$ cat config.mk
export PLATFORM = sky130hd
export DESIGN_NAME = red_split_16bit
export DESIGN_NICKNAME = d
export VERILOG_FILES = /design/src/rtl/red_pkg.sv /design/src/rtl/red_16bit.sv /design/src/rtl/red_split_16bit.sv
export SDC_FILE = /design/constraint.sdc
export NUM_CORES = 1
export LEC_CHECK = 0
export CAP_MARGIN = 40
export CELL_PAD_IN_SITES_DETAIL_PLACEMENT = 0
export CELL_PAD_IN_SITES_GLOBAL_PLACEMENT = 1
export CORE_ASPECT_RATIO = 2
export CORE_MARGIN = 3
export CORE_UTILIZATION = 25
export CTS_CLUSTER_SIZE = 25
export DETAILED_ROUTE_END_ITERATION = 16
export PLACE_DENSITY_LB_ADDON = 0.1
export SETUP_SLACK_MARGIN = 0.2
export SYNTH_ARGS = -nofsm -noshare
export SYNTH_HDL_FRONTEND = slang
export SYNTH_HIERARCHICAL = 1
export SYNTH_SLANG_ARGS = --single-unit
$ cat constraint.sdc
create_clock -name clk -period 3.86 [get_ports clk]
set_input_delay 0.772 -clock clk [delete_from_list [all_inputs] [get_ports clk]]
set_output_delay 0.772 -clock clk [all_outputs]
set_load 0.01 [all_outputs]
$ cat src/rtl/red_pkg.sv
// Shared constants and state encoding for the RED split/reduce blocks.
package red_pkg;

  localparam logic signed [16:0] RED_MIN  = -17'sd512;
  localparam logic signed [16:0] RED_MAX  = 17'sd508;
  localparam logic signed [16:0] LANE_MIN = -17'sd128;
  localparam logic signed [16:0] LANE_MAX = 17'sd127;

  typedef enum logic [1:0] {
    IDLE  = 2'd0,
    SPLIT = 2'd1,
    DONE  = 2'd2
  } state_t;

endpackage

$ cat src/rtl/red_16bit.sv
// RED reduction: sum of the four signed byte lanes of {a, b}, sign-extended to 16 bits.
module red_16bit (
  input  logic [15:0] a,
  input  logic [15:0] b,
  output logic [15:0] result
);

  // Sign-extend each lane and add.
  always_comb begin
    result = {{8{a[15]}}, a[15:8]} + {{8{a[7]}}, a[7:0]}
           + {{8{b[15]}}, b[15:8]} + {{8{b[7]}}, b[7:0]};
  end

endmodule

$ cat src/rtl/red_split_16bit.sv
// Greedy multi-cycle split of a signed sum S into four saturating byte lanes.
// Optional self-check against red_16bit when RED_SPLIT_CHECK_EN is defined.
module red_split_16bit
  import red_pkg::*;
(
  input  logic        clk,
  input  logic        rst_n,
  input  logic        in_valid,
  output logic        in_ready,
  input  logic [15:0] s_in,
  output logic        out_valid,
  input  logic        out_ready,
  output logic [15:0] A_out,
  output logic [15:0] B_out,
  output logic        ovf,
  output logic        chk_err
);

  state_t             state_r;
  state_t             state_s;
  logic signed [16:0] rem_r;
  logic signed [16:0] s_ext_s;
  logic [1:0]         idx_r;
  logic [31:0]        lanes_r;
  logic [31:0]        lanes_next_s;
  logic [7:0]         lane_s;
  logic               in_ready_r;
  logic               out_valid_r;
  logic               ovf_r;
  logic               chk_err_r;
  logic               chk_s;

  function automatic logic [7:0] sat8(input logic signed [16:0] v);
    if (v > LANE_MAX) begin
      return 8'h7F;
    end else if (v < LANE_MIN) begin
      return 8'h80;
    end else begin
      return v[7:0];
    end
  endfunction

  // Current lane value and the lane vector as it will look after this SPLIT cycle.
  always_comb begin
    s_ext_s      = $signed({s_in[15], s_in});
    lane_s       = sat8(rem_r);
    lanes_next_s = lanes_r;
    case (idx_r)
      2'd0:    lanes_next_s[31:24] = lane_s;
      2'd1:    lanes_next_s[23:16] = lane_s;
      2'd2:    lanes_next_s[15:8]  = lane_s;
      2'd3:    lanes_next_s[7:0]   = lane_s;
      default: lanes_next_s        = lanes_r;
    endcase
  end

`ifdef RED_SPLIT_CHECK_EN
  logic [15:0] s_r;
  logic [15:0] red_sum_s;

  // The reducer sees the final lanes on the DONE entry edge.
  red_16bit u_red (
    .a      (lanes_next_s[31:16]),
    .b      (lanes_next_s[15:0]),
    .result (red_sum_s)
  );

  // Hold the accepted S for comparison against the reduced lanes.
  always_ff @(posedge clk or negedge rst_n) begin
    if (!rst_n) begin
      s_r <= 16'd0;
    end else if ((state_r == IDLE) && in_valid) begin
      s_r <= s_in;
    end
  end

  // Mismatch only matters when the split was supposed to be exact.
  always_comb begin
    chk_s = ~ovf_r & (red_sum_s != s_r);
  end
`else
  // Self-check absent: never flag.
  always_comb begin
    chk_s = 1'b0;
  end
`endif

  // Next-state logic.
  always_comb begin
    state_s = state_r;
    case (state_r)
      IDLE:    state_s = in_valid ? SPLIT : IDLE;
      SPLIT:   state_s = (idx_r == 2'd3) ? DONE : SPLIT;
      DONE:    state_s = out_ready ? IDLE : DONE;
      default: state_s = IDLE;
    endcase
  end

  // State, datapath and registered handshake outputs.
  always_ff @(posedge clk or negedge rst_n) begin
    if (!rst_n) begin
      state_r     <= IDLE;
      rem_r       <= 17'sd0;
      idx_r       <= 2'd0;
      lanes_r     <= 32'd0;
      in_ready_r  <= 1'b1;
      out_valid_r <= 1'b0;
      ovf_r       <= 1'b0;
      chk_err_r   <= 1'b0;
    end else begin
      state_r     <= state_s;
      in_ready_r  <= (state_s == IDLE);
      out_valid_r <= (state_s == DONE);
      case (state_r)
        IDLE: begin
          if (in_valid) begin
            rem_r     <= s_ext_s;
            idx_r     <= 2'd0;
            lanes_r   <= 32'd0;
            ovf_r     <= (s_ext_s < RED_MIN) | (s_ext_s > RED_MAX);
            chk_err_r <= 1'b0;
          end
        end
        SPLIT: begin
          lanes_r   <= lanes_next_s;
          rem_r     <= rem_r - $signed({{9{lane_s[7]}}, lane_s});
          idx_r     <= idx_r + 2'd1;
          chk_err_r <= (idx_r == 2'd3) ? chk_s : 1'b0;
        end
        DONE: begin
          if (out_ready) begin
            chk_err_r <= 1'b0;
          end
        end
        default: begin
          chk_err_r <= 1'b0;
        end
      endcase
    end
  end

  assign in_ready  = in_ready_r;
  assign out_valid = out_valid_r;
  assign A_out     = lanes_r[31:16];
  assign B_out     = lanes_r[15:0];
  assign ovf       = ovf_r;
  assign chk_err   = chk_err_r;

endmodule

==> flow_metrics.tcl <==
set metrics [dict create \
    grt_setup_unrepaired "no" \
    drive_above_1_share_pct 15.9 \
    grt_max_degree 33 \
    drc 0 \
    post-route-min-period_ns 3.44 \
    crit_fanout 10 \
    placed_cell_area_sq_mm 0.00438 \
    netlist.area_leader.share_pct 39.2 \
    r2r-end "rem_r[16]$_DFFE_PN0P_" \
    synth_edf_count 0 \
    initial_utilization_pct 25.9 \
    cp_data_arrival_time_ns 3.66 \
    n_antenna_cell 0 \
    yosys_warnings 6 \
    hold_violations 0 \
    worstSetupEndpointType "register" \
    hpwlAfterDp_um 9890 \
    critical_path_required_ns 4.08 \
    routedWlPerCell_um 19.8 \
    peakVddDrop_v 0.000389 \
    async_flop_share_pct 100 \
    clock.fmax_mhz 291 \
    clock_latency_ns 0.30 \
    cts_tree "yes" \
    netlist_instances 379 \
    worstSetupPathType "reg2reg" \
    die-area_sq_mm 0.0156 \
    holdWs_ns 0.483 \
    status "completed" \
    post_drt_via_cell_ratio 5.01 \
    seq_area_frac_synth_pct 39.9 \
    first_global_vias 3538 \
    drt_pass1_iterations 4 \
    clockRootBuffer "clkbuf_16" \
    stdcell_area_sq_mm 0.00455 \
    fp-row-count 60 \
    worst_setup_path_start_kind "register" \
    worstMarginPinSlew_ns 0.667 \
    synth_fp_nets 418 \
    syn_to_final_growth_pct 29.6 \
    worstSetupStartpoint "rem_r[12]$_DFFE_PN0P_" \
    die_x_um 89.8 \
    final_cell_mix "dfrtp_1 (55), clkdlybuf4s50_1 (53), nand2_1 (49)" \
    place_congestion 0.833 \
    clock_sinks 56 \
    r2r_setup_slack_ns 0.42 \
    vias 3174 \
    final_common_cell "dfrtp_1" \
    finalSetupViolations 0 \
    clk_path_buf_depth 2 \
    detail-route-antenna-nets 0 \
    finalCritPeriodShare_pct 89.2 \
    clk_pin_slew_worst_paths_ns 0.07 \
    route.final.wire_length_um 12500 \
    htree_levels 2 \
    p_leak_nw 1.98 \
    syn_area_per_cell_sq_um 9.27 \
    synth_top_area_cell "dfrtp_1" \
    die_h_um 174 \
    tns_ns 0 \
    port_buffers 54 \
    slew_headroom_pct 55.4 \
    synthFlopType "dfrtp_1" \
    core_area_sq_mm 0.0136 \
    grt_usage_pct 16.4 \
    drtIter0Drc 104 \
    powerDensity_mw_per_mm2 995 \
    final_nets 485 \
    grt_pass1_wl_um 19900 \
    grt_overflow 0 \
    synth-seq-cells 56 \
    fin_skew_ns 0.00508 \
    endpoint "rem_r[16]$_DFFE_PN0P_" \
    rr_startpoint "rem_r[12]$_DFFE_PN0P_" \
    synth_area_leaders "dfrtp_1 (39%), mux2_2 (7.7%), ha_1 (6.4%), nand2_1 (5.2%), a21oi_1 (4.6%)" \
    r2r_cells 12 \
    cts_buffers 5 \
    synth.distinct_cells 64 \
    drv_cap 0 \
    finalMaxSlewViolations 0 \
    hold_path.class "in2async" \
    syn_area_sq_mm 0.00351 \
    io_pins 56 \
    stdcell_count 633 \
    antenna_found_initial 0 \
    placedCellCount 624 \
]
[layout make-up]
type / instances / area, sq um
multi-input combinational: 287 / 1990
clock buffer: 6 / 129
timing repair buffer: 77 / 708
inverter: 19 / 71.3
sequential: 56 / 1400
fill: 1441 / 9030
clock inverter: 2 / 16.3
tap: 186 / 233
[cell usage after synthesis (all sizes together) (4+ instances only)]
cell and count:
a21o 5, a21oi 32, a31o 4, a31oi 9
clkbuf 15, dfrtp 55, ha 18, inv 19
mux2 24, nand2 49, nand2b 5, nand3 8
nand4 4, nor2 28, nor3 6, nor3b 6
nor4 4, o21ai 16, o22ai 9, o31ai 5
xnor2 5
[sequential cells by signal, indices dropped and copies added, names as in the netlist]
signal and flops:
ovf 1, idx_r 2, out_valid 1, rem_r 17, in_ready 1, lanes_r 32
state_r 2
[worst min-delay path by stage]
stage	depth (start not counted)	start	slack [ns]	to
floorplan	0	rst_n	0.48	idx_r[0]$_DFFE_PN0P_
global placement	1	lanes_r[15]$_DFFE_PN0P_	0.50	lanes_r[15]$_DFFE_PN0P_
detailed placement	2	lanes_r[22]$_DFFE_PN0P_	0.49	lanes_r[22]$_DFFE_PN0P_
CTS	1	rst_n	0.49	lanes_r[16]$_DFFE_PN0P_
global route	1	rst_n	0.51	lanes_r[24]$_DFFE_PN0P_
finish	1	rst_n	0.48	lanes_r[20]$_DFFE_PN0P_
[what timing repair did]
| action | CTS | global route |
|---|---|---|
| hold buffers | 0 | 0 |
| setup buffers | 0 | 1 |
| pin swaps | 0 | 1 |
| gates resized for setup | 1 | 4 |
| endpoints found under the setup margin | 2 | 6 |
[per-layer routing]
| layer | vias up | global-route usage [%] | wire, um |
|---|---|---|---|
| li1 | 1516 | - | - |
| met1 | 1536 | 16.3 | 4460 |
| met2 | 86 | 31.5 | 6900 |
| met3 | 36 | 1.87 | 329 |
| met4 | 0 | 10.7 | 843 |
| met5 | - | 0 | 0 |
[stage by stage]
step / setup WS (ns) / power (W) / util [%]
after CTS: 0.267 / 0.00459 / 33.3
after global placement: 0.278 / 0.00409 / 32.2
after detailed placement: 0.167 / 0.00408 / 32.2
final: 0.418 / 0.00453 / 33.5
after floorplan: 0.420 / 0.00295 / -
after global routing: 0.233 / 0.00495 / 33.5
[critical path, stage by stage (launching register included)]
cell and delay, ns:
dfrtp_1 0.47, nor4_4 0.30, a31oi_1 0.17, buf_4 0.21, a21oi_1 0.17, ha_1 0.28
nor2b_2 0.19, o2111a_1 0.29, a211oi_2 0.32, o211ai_1 0.17, a31o_2 0.28, a311o_1 0.35
a31oi_1 0.16
[kinds of logic (layout without fill, tap and decap cells)]
family	count (synthesis)	in the layout	synth area share, %
flip-flops	56	56	39.9
XOR/XNOR	7	7	1.75
AND/OR/NAND/NOR	122	122	16.5
adder cells (fa/ha/maj)	19	19	6.98
AO/OA/AOI/OAI	113	113	22.8
other	1	1	0.107
buffers and inverters	36	104	3.95
multiplexers	25	25	7.98
[power breakdown]
part	leakage, nW	switching, W	internal [W]
sequential	0.708	0.000240	0.000859
clock	0.0671	0.000219	0.000243
combinational	1.21	0.00165	0.00132
(Power assumes the default switching activity.)
